## config.mk

```make
export PLATFORM = sky130hd
export DESIGN_NAME = fifo_buf_to_uart_flat
export DESIGN_NICKNAME = d
export VERILOG_FILES = /design/src/rtl/fifo_buf_to_uart_pkg.sv /design/src/rtl/fifo_buf_to_uart_if.sv /design/src/rtl/fifo_buf_to_uart_tx_serializer.sv /design/src/rtl/fifo_buf_to_uart.sv /design/src/flat_wrapper.sv
export SDC_FILE = /design/constraint.sdc
export NUM_CORES = 1
export LEC_CHECK = 0
export ABC_AREA = 1
export BUFFER_PORTS_ARGS = -buffer_cell sky130_fd_sc_hd__buf_4
export CAP_MARGIN = 25
export CORE_ASPECT_RATIO = 0.7
export CORE_MARGIN = 2
export CORE_UTILIZATION = 60
export DETAILED_ROUTE_END_ITERATION = 7
export MAX_ROUTING_LAYER = met4
export PLACE_DENSITY = 0.82
export SYNTH_ARGS = -nofsm -noshare
export SYNTH_HDL_FRONTEND = slang
export SYNTH_SLANG_ARGS = --single-unit
```

## constraint.sdc

```tcl
create_clock -name clk -period 4.5 [get_ports clk]
set_clock_uncertainty 0.2 [all_clocks]
set_input_delay 0.45 -clock clk [delete_from_list [all_inputs] [get_ports clk]]
set_output_delay 0.45 -clock clk [all_outputs]
set_load 0.01 [all_outputs]
```

## src/rtl/fifo_buf_to_uart_pkg.sv

```systemverilog
// Shared UART definitions: frame geometry, default bit timing and the
// serializer state encoding.
package uart_pkg;

    localparam int UART_DATA_BITS            = 8;
    localparam int UART_DEFAULT_CLKS_PER_BIT = 434;

    typedef enum logic [1:0] {
        S_IDLE,
        S_START,
        S_DATA,
        S_STOP
    } ser_state_e;

endpackage : uart_pkg

```

## src/rtl/fifo_buf_to_uart_if.sv

```systemverilog
// FIFO reader handshake bundle. The master side issues the read trigger;
// the slave side is the FIFO reader that answers with rd_done/rd_data.
interface fifo_buf_to_uart_if;
    import uart_pkg::*;

    logic                      rd_rdy;
    logic                      rd_done;
    logic [UART_DATA_BITS-1:0] rd_data;
    logic                      is_empty;
    logic                      rd_trigger;

    modport master (
        input  rd_rdy,
        input  rd_done,
        input  rd_data,
        input  is_empty,
        output rd_trigger
    );

    modport slave (
        output rd_rdy,
        output rd_done,
        output rd_data,
        output is_empty,
        input  rd_trigger
    );

endinterface : fifo_buf_to_uart_if

```

## src/rtl/fifo_buf_to_uart_tx_serializer.sv

```systemverilog
// UART 8N1 serializer: one start bit, eight data bits LSB first, one stop bit,
// each held CLKS_PER_BIT cycles. tx is registered from the current state.
module uart_tx_serializer
    import uart_pkg::*;
#(
    parameter int CLKS_PER_BIT = UART_DEFAULT_CLKS_PER_BIT
) (
    input  logic                      clk,
    input  logic                      reset,
    input  logic                      tx_start,
    input  logic [UART_DATA_BITS-1:0] data,
    output logic                      tx,
    output logic                      done
);

    localparam int unsigned      CNT_W    = $clog2(CLKS_PER_BIT);
    localparam logic [CNT_W-1:0] CNT_MAX  = CNT_W'(CLKS_PER_BIT - 1);
    localparam logic [2:0]       LAST_BIT = 3'(UART_DATA_BITS - 1);

    ser_state_e       state_q, state_d;
    logic [CNT_W-1:0] cnt_q, cnt_d;
    logic [2:0]       bit_idx_q, bit_idx_d;
    logic             tx_q, tx_d;
    logic             done_q, done_d;
    logic             bit_tc;

    assign bit_tc = (cnt_q == CNT_MAX);

    always_ff @(posedge clk) begin
        if (reset) begin
            state_q   <= S_IDLE;
            cnt_q     <= '0;
            bit_idx_q <= '0;
            tx_q      <= 1'b1;
            done_q    <= 1'b0;
        end else begin
            state_q   <= state_d;
            cnt_q     <= cnt_d;
            bit_idx_q <= bit_idx_d;
            tx_q      <= tx_d;
            done_q    <= done_d;
        end
    end

    always_comb begin
        state_d   = state_q;
        cnt_d     = cnt_q;
        bit_idx_d = bit_idx_q;
        tx_d      = 1'b1;
        done_d    = 1'b0;

        unique case (state_q)
            S_IDLE: begin
                cnt_d     = '0;
                bit_idx_d = '0;
                if (tx_start) begin
                    state_d = S_START;
                end
            end
            S_START: begin
                tx_d = 1'b0;
                if (bit_tc) begin
                    cnt_d   = '0;
                    state_d = S_DATA;
                end else begin
                    cnt_d = cnt_q + 1'b1;
                end
            end
            S_DATA: begin
                tx_d = data[bit_idx_q];
                if (bit_tc) begin
                    cnt_d = '0;
                    if (bit_idx_q == LAST_BIT) begin
                        state_d = S_STOP;
                    end else begin
                        bit_idx_d = bit_idx_q + 3'd1;
                    end
                end else begin
                    cnt_d = cnt_q + 1'b1;
                end
            end
            S_STOP: begin
                if (bit_tc) begin
                    cnt_d   = '0;
                    state_d = S_IDLE;
                    done_d  = 1'b1;
                end else begin
                    cnt_d = cnt_q + 1'b1;
                end
            end
            default: state_d = S_IDLE;
        endcase
    end

    assign tx   = tx_q;
    assign done = done_q;

endmodule : uart_tx_serializer

```

## src/rtl/fifo_buf_to_uart.sv

```systemverilog
// Drains the outbound FIFO one byte at a time: one read handshake, then one
// UART frame, strictly in sequence.
module fifo_buf_to_uart
    import uart_pkg::*;
#(
    parameter int CLKS_PER_BIT = UART_DEFAULT_CLKS_PER_BIT
) (
    input  logic               clk,
    input  logic               reset,
    fifo_buf_to_uart_if.master rd,
    output logic               tx,
    output logic               busy,
    output logic               tx_done
);

    typedef enum logic [2:0] {
        IDLE,
        RD_TRIGGER,
        RD_WAIT_DONE,
        TX_START,
        TX_WAIT_DONE
    } rd_state_e;

    rd_state_e                 state_q, state_d;
    logic [UART_DATA_BITS-1:0] byte_q, byte_d;
    logic                      trigger;
    logic                      tx_start;
    logic                      ser_done;

    always_ff @(posedge clk) begin
        if (reset) begin
            state_q <= IDLE;
            byte_q  <= '0;
        end else begin
            state_q <= state_d;
            byte_q  <= byte_d;
        end
    end

    // The byte register only loads in RD_WAIT_DONE, so it holds for the whole frame.
    always_comb begin
        state_d  = state_q;
        byte_d   = byte_q;
        trigger  = 1'b0;
        tx_start = 1'b0;

        unique case (state_q)
            IDLE: begin
                if (rd.rd_rdy && !rd.is_empty) begin
                    state_d = RD_TRIGGER;
                end
            end
            RD_TRIGGER: begin
                trigger = 1'b1;
                if (!rd.rd_rdy) begin
                    state_d = RD_WAIT_DONE;
                end
            end
            RD_WAIT_DONE: begin
                if (rd.rd_done) begin
                    byte_d  = rd.rd_data;
                    state_d = TX_START;
                end
            end
            TX_START: begin
                tx_start = 1'b1;
                state_d  = TX_WAIT_DONE;
            end
            TX_WAIT_DONE: begin
                if (ser_done) begin
                    state_d = IDLE;
                end
            end
            default: state_d = IDLE;
        endcase
    end

    uart_tx_serializer #(
        .CLKS_PER_BIT(CLKS_PER_BIT)
    ) u_ser (
        .clk     (clk),
        .reset   (reset),
        .tx_start(tx_start),
        .data    (byte_q),
        .tx      (tx),
        .done    (ser_done)
    );

    assign rd.rd_trigger = trigger;
    assign busy          = (state_q != IDLE);
    assign tx_done       = ser_done;

endmodule : fifo_buf_to_uart

```

## src/flat_wrapper.sv

```systemverilog
// flat-port wrapper written by rule: the top's interface ports become plain ports
module fifo_buf_to_uart_flat import uart_pkg::*;
#(
    parameter int CLKS_PER_BIT = UART_DEFAULT_CLKS_PER_BIT
)
  (clk, reset, tx, busy, tx_done, rd_rd_rdy, rd_rd_done, rd_rd_data, rd_is_empty, rd_rd_trigger);
  fifo_buf_to_uart_if rd_i ();
  input  logic clk;
  input  logic reset;
  output logic tx;
  output logic busy;
  output logic tx_done;
  input wire logic [$bits(rd_i.rd_rdy)-1:0] rd_rd_rdy;
  input wire logic [$bits(rd_i.rd_done)-1:0] rd_rd_done;
  input wire logic [$bits(rd_i.rd_data)-1:0] rd_rd_data;
  input wire logic [$bits(rd_i.is_empty)-1:0] rd_is_empty;
  output wire logic [$bits(rd_i.rd_trigger)-1:0] rd_rd_trigger;
  assign rd_i.rd_rdy = rd_rd_rdy;
  assign rd_i.rd_done = rd_rd_done;
  assign rd_i.rd_data = rd_rd_data;
  assign rd_i.is_empty = rd_is_empty;
  assign rd_rd_trigger = rd_i.rd_trigger;
  fifo_buf_to_uart #(.CLKS_PER_BIT(CLKS_PER_BIT)) u_core (.clk(clk), .reset(reset), .rd(rd_i), .tx(tx), .busy(busy), .tx_done(tx_done));
endmodule
```

==> metrics.txt, run 1 <==
# TYPE chip_impl_metric gauge
chip_impl_info{name="outcome",value="completed"} 1
chip_impl_metric{name="tritoncts_num_sinks",unit=""} 27
chip_impl_metric{name="crit_path_max_fanout",unit=""} 5
chip_impl_metric{name="cts_hold_repair.buffers",unit=""} 0
chip_impl_metric{name="area_growth",unit="%"} 12.5
chip_impl_metric{name="grt_antenna_before_repair",unit=""} 0
chip_impl_metric{name="worst_hold_slack",unit="ps"} 153
chip_impl_metric{name="post_synth_inst_count",unit=""} 182
chip_impl_metric{name="placer_congestion",unit=""} 0.834
chip_impl_metric{name="relSlewSlack",unit="%"} 77.3
chip_impl_metric{name="synth_fp_nets",unit=""} 204
chip_impl_metric{name="totalPowerFinal",unit="uW"} 614
chip_impl_metric{name="placementRows",unit=""} 14
chip_impl_metric{name="final_cell_count_no_fill",unit=""} 231
chip_impl_metric{name="number_of_setup_violations_in_the_final_report",unit=""} 0
chip_impl_metric{name="dp_hpwl",unit="mm"} 2.03
chip_impl_metric{name="detail_route.drc_violations",unit=""} 0
chip_impl_info{name="tritoncts_clock_tree",value="done"} 1
chip_impl_info{name="crit_path_start_kind",value="flip-flop"} 1
chip_impl_metric{name="timing.final.crit_share",unit="%"} 43.1
chip_impl_metric{name="timing.setup.tns",unit="ps"} 0
chip_impl_metric{name="ios",unit=""} 17
chip_impl_metric{name="track_usage",unit="%"} 24.2
chip_impl_metric{name="placedInstanceArea",unit="sq um"} 1480
chip_impl_metric{name="portBuffers",unit=""} 16
chip_impl_metric{name="die_height",unit="um"} 43.6
chip_impl_metric{name="antenna-diode-count",unit=""} 0
chip_impl_metric{name="hold_viol_final",unit=""} 0
chip_impl_metric{name="dieArea",unit="sq um"} 2640
chip_impl_metric{name="timing.final.max_slew_violations",unit=""} 0
chip_impl_metric{name="fillerInstances",unit=""} 185
chip_impl_metric{name="first_global_vias",unit=""} 1084
chip_impl_metric{name="nets",unit=""} 222
chip_impl_metric{name="synth-seq-cells",unit=""} 27
chip_impl_metric{name="start_util",unit="%"} 62.8
chip_impl_metric{name="worstPathRequired",unit="ps"} 3850
chip_impl_metric{name="grt_max_degree",unit=""} 16
chip_impl_metric{name="grt_pass1_wl",unit="mm"} 4.58
chip_impl_metric{name="post_cts_resized",unit=""} 0
chip_impl_metric{name="post-cts-setup-buffer-count",unit=""} 0
chip_impl_metric{name="cap_viol_max_count",unit=""} 0
chip_impl_info{name="hold_path.class",value="primary input to flip-flop"} 1
chip_impl_metric{name="p_leak",unit="uW"} 0.000613
chip_impl_metric{name="post_drt_via_cell_ratio",unit=""} 5.29
chip_impl_info{name="clockRootBuffer",value="clkbuf_4"} 1
chip_impl_metric{name="synthesis.area",unit="sq um"} 1340
chip_impl_metric{name="clock_tree.buffer_depth",unit=""} 2
chip_impl_metric{name="wire_per_inst",unit="um"} 11.8
chip_impl_metric{name="die_w",unit="um"} 60.5
chip_impl_metric{name="placeableCoreArea",unit="sq um"} 2140
chip_impl_metric{name="syn-mean-instance-area",unit="sq um"} 7.37
chip_impl_metric{name="detail_route.first_pass.iterations",unit=""} 4
chip_impl_metric{name="worst_setup_hold_path_clk_slew",unit="ps"} 150
chip_impl_info{name="rsz0062_at_grt",value="false"} 1
chip_impl_metric{name="routed-via-count",unit=""} 1221
chip_impl_metric{name="sequential_element_share_of_the_synthesized_area",unit="%"} 40.3
chip_impl_metric{name="detail_route.iter0.violations",unit=""} 97
chip_impl_metric{name="worstPathArrival",unit="ps"} 1290
chip_impl_metric{name="multi_input_area",unit="sq um"} 694
chip_impl_info{name="worst_setup_path_end_kind",value="primary output"} 1
chip_impl_metric{name="design_area",unit="sq um"} 1510
chip_impl_metric{name="synth-warning-count",unit=""} 0
chip_impl_metric{name="max_clock_freq",unit="GHz"} 0.516
chip_impl_metric{name="cts_made_buffers",unit=""} 3
chip_impl_metric{name="layout-drive-gt1-share",unit="%"} 14.6
chip_impl_metric{name="final_period_minus_worst_setup_slack",unit="ps"} 1940
chip_impl_metric{name="grt_remaining_overflow",unit=""} 0
chip_impl_metric{name="sequential_cell_area",unit="sq um"} 541
chip_impl_metric{name="tightest_slew",unit="ps"} 340
chip_impl_metric{name="yosys.cell_types.count",unit=""} 25
chip_impl_metric{name="total_detailed_routing_wirelength",unit="mm"} 2.72
chip_impl_metric{name="clkLatencyLatePin",unit="ps"} 340
chip_impl_info{name="timing.setup.critical_path_class",value="flip-flop to primary output"} 1
chip_impl_metric{name="vdd_ir_drop_max",unit="uV"} 286
chip_impl_metric{name="placedCellCount",unit=""} 227
chip_impl_metric{name="ctsHtreeMaxLevel",unit=""} 1
chip_impl_metric{name="antenna_violating_nets_post_route",unit=""} 0
chip_impl_metric{name="power_per_cell_area",unit="nW/um^2"} 407
[through the flow]
step	utilization (%)	worst slack, ps
global placement	69.3	2860
global route	70.6	2470
finish	70.6	2560
CTS	70.6	2570
detailed placement	69.3	2750
floorplan	-	2990
[layer usage]
layer,GRT usage [%],share of wire [%]
met1,32.9,47
met2,35.2,45
met3,7.46,7.5
met4,6.52,0.85
met5,-,0
[logic make-up after synthesis]
logic type / after synthesis / share of synthesized area (%)
buffers and inverters: 26 / 7.93
adders and majority gates: 9 / 8.40
xor gates and xnor gates: 2 / 1.31
DFF: 27 / 40.3
AOI/OAI and AO/OA: 30 / 12.2
and+or+nand+nor: 88 / 29.9
[worst paths after layout]
path	start	endpoint	slack [ps]	cells past startpoint
worst max register to register	u_core.u_ser.bit_idx_q[0]	u_core.u_ser.state_q[0]	2700	7
worst min-delay path	reset	u_core.byte_q[0]	150	2
worst max-delay path	u_core.state_q[0]	rd_rd_trigger	2560	3
worst min register to register	u_core.byte_q[3]	u_core.byte_q[3]	270	2
[cell type report]
type / instances / area share (%)
multi-input cells: 129 / 46.0
flip-flops and latches: 27 / 35.8
repair buffers: 16 / 7.96
inverters: 23 / 5.72
well taps: 32 / 2.65
clock buffers: 3 / 1.49
clock inverters: 1 / 0.332
[cell usage after synthesis]
cell type  count  area [sq um]
dfxtp_1       27           541
clkbuf_1       1          3.75
nand4_1        1          6.26
o21ai_2        1          8.76
nor3b_1        1          7.51
a21oi_1       21           105
buf_2          1          5.00
o21ai_0        3          15.0
nand3b_1       1          7.51
nor2_1        22          82.6
or2_2          2          12.5
nor2_4         2          22.5
nand2_2        2          12.5
nor2_2         1          6.26
ha_1           9           113
nand2_1       32           120
nor3_1         4          20.0
buf_6          1          11.3
o211ai_1       4          30.0
nand3_1       18          90.1
o21ai_1        1          5.00
and3_1         2          12.5
xor2_1         2          17.5
inv_1         22          82.6
inv_2          1          3.75
[flip-flops by register name, summed over array words and instances, names as in the netlist]
signal and count:
u_core.u_ser.cnt_q 9, u_core.byte_q 8, u_core.state_q 3, u_core.u_ser.bit_idx_q 3
u_core.u_ser.state_q 2, u_core.u_ser.done 1, u_core.u_ser.tx 1
[critical path: stages (launching register included)]
cell and delay, ps:
dfxtp_1 470, inv_1 70, nor3_1 230, buf_4 180
[cells in the final DEF (no fill, tap or decap), types with 3 or more instances in the layout]
cell type	Yosys	layout
a21oi_1	21	21
buf_4	0	16
clkbuf_4	0	3
dfxtp_1	27	27
ha_1	9	9
inv_1	22	22
nand2_1	32	32
nand3_1	18	18
nor2_1	22	22
nor3_1	4	4
o211ai_1	4	4
o21ai_0	3	3
[power by group]
group	total [uW]	switching, uW	internal (uW)
registers	285	21.8	263
clock network	108	74.2	33.5
logic	222	137	84.8
No activity file was read; power rests on OpenSTA's default activity.
==> run 2, diff against run 1 <==
CORE_UTILIZATION = 50   (was 60)
PLACE_DENSITY = 0.73   (was 0.82)
clock period = 1.6 ns   (was 4.5 ns; I/O delays follow)
==> metrics.txt, run 2 (synthesized netlist as in run 1, its figures left out) <==
# TYPE chip_impl_metric gauge
chip_impl_metric{name="track_usage",unit="%"} 23.3
chip_impl_metric{name="ios",unit=""} 17
chip_impl_metric{name="worstPathRequired",unit="ps"} 1610
chip_impl_metric{name="seq_power_share",unit="%"} 41.4
chip_impl_info{name="hold_path.class",value="primary input to flip-flop"} 1
chip_impl_metric{name="grt_pass1_wl",unit="mm"} 5.18
chip_impl_metric{name="placer_congestion",unit=""} 0.866
chip_impl_metric{name="final_period_minus_worst_setup_slack",unit="ps"} 1540
chip_impl_metric{name="detail_route.drc_violations",unit=""} 0
chip_impl_metric{name="area_growth",unit="%"} 28.6
chip_impl_metric{name="hold_viol_final",unit=""} 2
chip_impl_metric{name="die_height",unit="um"} 47.3
chip_impl_metric{name="timing.final.max_slew_violations",unit=""} 0
chip_impl_metric{name="clock_tree.buffer_depth",unit=""} 2
chip_impl_metric{name="power_per_cell_area",unit="nW/um^2"} 1130
chip_impl_metric{name="layout-drive-gt1-share",unit="%"} 23.3
chip_impl_metric{name="antenna-diode-count",unit=""} 0
chip_impl_metric{name="max_clock_freq",unit="GHz"} 0.651
chip_impl_metric{name="grt_max_degree",unit=""} 16
chip_impl_info{name="worst_setup_path_end_kind",value="flip-flop"} 1
chip_impl_metric{name="p_leak",unit="uW"} 0.000701
chip_impl_metric{name="tritoncts_num_sinks",unit=""} 27
chip_impl_metric{name="internal_power",unit="uW"} 1240
chip_impl_metric{name="totalPowerFinal",unit="uW"} 1950
chip_impl_metric{name="power.switching_fraction",unit="%"} 36.6
chip_impl_info{name="top_register",value="u_core.u_ser.cnt_q"} 1
chip_impl_metric{name="vdd_ir_drop_max",unit="uV"} 733
chip_impl_metric{name="start_util",unit="%"} 53.7
chip_impl_metric{name="dieArea",unit="sq um"} 3120
chip_impl_metric{name="largest_reg_flops",unit=""} 9
chip_impl_metric{name="placedInstanceArea",unit="sq um"} 1520
chip_impl_metric{name="antenna_violating_nets_post_route",unit=""} 0
chip_impl_metric{name="clock_power_share",unit="%"} 19.9
chip_impl_metric{name="total_detailed_routing_wirelength",unit="mm"} 3.13
chip_impl_metric{name="portBuffers",unit=""} 16
chip_impl_metric{name="nets",unit=""} 238
chip_impl_metric{name="detail_route.iter0.violations",unit=""} 69
chip_impl_metric{name="detail_route.first_pass.iterations",unit=""} 5
chip_impl_metric{name="placeableCoreArea",unit="sq um"} 2500
chip_impl_metric{name="wire_per_inst",unit="um"} 12.6
chip_impl_info{name="timing.setup.critical_path_class",value="flip-flop to flip-flop"} 1
chip_impl_metric{name="grt_antenna_before_repair",unit=""} 0
chip_impl_metric{name="net-switching-power",unit="uW"} 714
chip_impl_metric{name="cts_made_buffers",unit=""} 3
chip_impl_metric{name="final_cell_count_no_fill",unit=""} 249
chip_impl_info{name="crit_path_start_kind",value="flip-flop"} 1
chip_impl_metric{name="cap_viol_max_count",unit=""} 0
chip_impl_info{name="layout.cells.most_common",value="nand2_1"} 1
chip_impl_metric{name="clkLatencyLatePin",unit="ps"} 270
chip_impl_metric{name="design_area",unit="sq um"} 1730
chip_impl_info{name="biggestRegsByFlops",value="u_core.u_ser.cnt_q: 9 flops, u_core.byte_q: 8 flops"} 1
chip_impl_metric{name="worst_setup_hold_path_clk_slew",unit="ps"} 90
chip_impl_info{name="clockRootBuffer",value="clkbuf_8"} 1
chip_impl_metric{name="relSlewSlack",unit="%"} 81.5
chip_impl_metric{name="die_w",unit="um"} 65.9
chip_impl_metric{name="combinationalPowerShare",unit="%"} 38.7
chip_impl_metric{name="ctsHtreeMaxLevel",unit=""} 1
chip_impl_metric{name="first_global_vias",unit=""} 1137
chip_impl_info{name="layout.cells.most_common_list",value="nand2_1, dfxtp_1, buf_4"} 1
chip_impl_metric{name="number_of_setup_violations_in_the_final_report",unit=""} 0
chip_impl_metric{name="post_drt_via_cell_ratio",unit=""} 5.12
chip_impl_info{name="outcome",value="finished, violations left"} 1
chip_impl_metric{name="placedCellCount",unit=""} 234
chip_impl_metric{name="tightest_slew",unit="ps"} 277
chip_impl_info{name="tritoncts_clock_tree",value="done"} 1
chip_impl_metric{name="grt_remaining_overflow",unit=""} 0
chip_impl_info{name="violations",value="hold timing"} 1
chip_impl_metric{name="routed-via-count",unit=""} 1274
chip_impl_metric{name="timing.final.crit_share",unit="%"} 96.0
chip_impl_metric{name="worstPathArrival",unit="ps"} 1540
chip_impl_metric{name="placementRows",unit=""} 15
chip_impl_metric{name="crit_path_max_fanout",unit=""} 3
chip_impl_metric{name="dp_hpwl",unit="mm"} 2.12
chip_impl_metric{name="worst_hold_slack",unit="ps"} -3.05
run 2: timing repair:
| item | CTS | global route |
|---|---|---|
| endpoints found under the setup margin | 5 | 15 |
| endpoints found under the hold margin | 14 | 0 |
| pin swaps | 1 | 6 |
| hold buffers | 9 | 0 |
| resized for setup | 3 | 16 |
| gates cloned | 0 | 1 |
| setup buffers | 0 | 1 |
run 2: final cells by class:
| cell class | instances | area [sq um] |
|---|---|---|
| Tap cell | 34 | 42.5 |
| Timing Repair Buffer | 31 | 255 |
| Clock buffer | 3 | 41.3 |
| Multi-Input combinational cell | 130 | 749 |
| Inverter | 23 | 86.3 |
| Clock inverter | 1 | 5.00 |
| Fill cell | 219 | 771 |
| Sequential cell | 27 | 546 |
run 2: metrics by stage:
step | utilization [%] | setup slack, ps | setup TNS [ps]
6_report | 69.1 | 63.7 | 0
5_1_grt | 69.1 | -24.4 | -33.7
4_1_cts | 66.7 | 2.49 | 0
3_5_place_dp | 61.0 | -32.0 | -60.3
3_3_place_gp | 61.0 | 9.39 | 0
2_1_floorplan | - | 89.0 | 0
run 2: routing by layer:
| layer | vias to the layer above | global-route usage, % | part of all wire [%] |
|---|---|---|---|
| met4 | 0 | 6.25 | 1.7 |
| met2 | 27 | 37.6 | 47 |
| met3 | 6 | 6.71 | 5.2 |
| li1 | 658 | - | - |
| met1 | 583 | 29.0 | 46 |
| met5 | - | - | 0 |
run 2: power groups by stage:
stage	clock [uW]	combinational (uW)	sequential, uW
after floorplan	0	446	805
after global placement	0	624	803
after detailed placement	0	648	807
after CTS	401	683	794
after global routing	416	857	817
final	388	756	807
run 2: worst paths after layout:
check	cells after the start	slack, ps	startpoint	endpoint
setup / recovery	7	60	u_core.u_ser.bit_idx_q[0]	u_core.u_ser.bit_idx_q[1]
hold / removal	3	-3	rd_rd_rdy	u_core.state_q[0]
setup reg to reg	7	60	u_core.u_ser.bit_idx_q[0]	u_core.u_ser.bit_idx_q[1]
hold reg to reg	1	240	u_core.u_ser.cnt_q[0]	u_core.u_ser.cnt_q[0]
run 2: worst max-delay path: stages, from the launching register on:
cell,delay (ps)
dfxtp_1,330
ha_1,200
ha_2,200
nor2_4,120
inv_1,80
nor2_4,100
nand2_1,80
a21oi_1,160
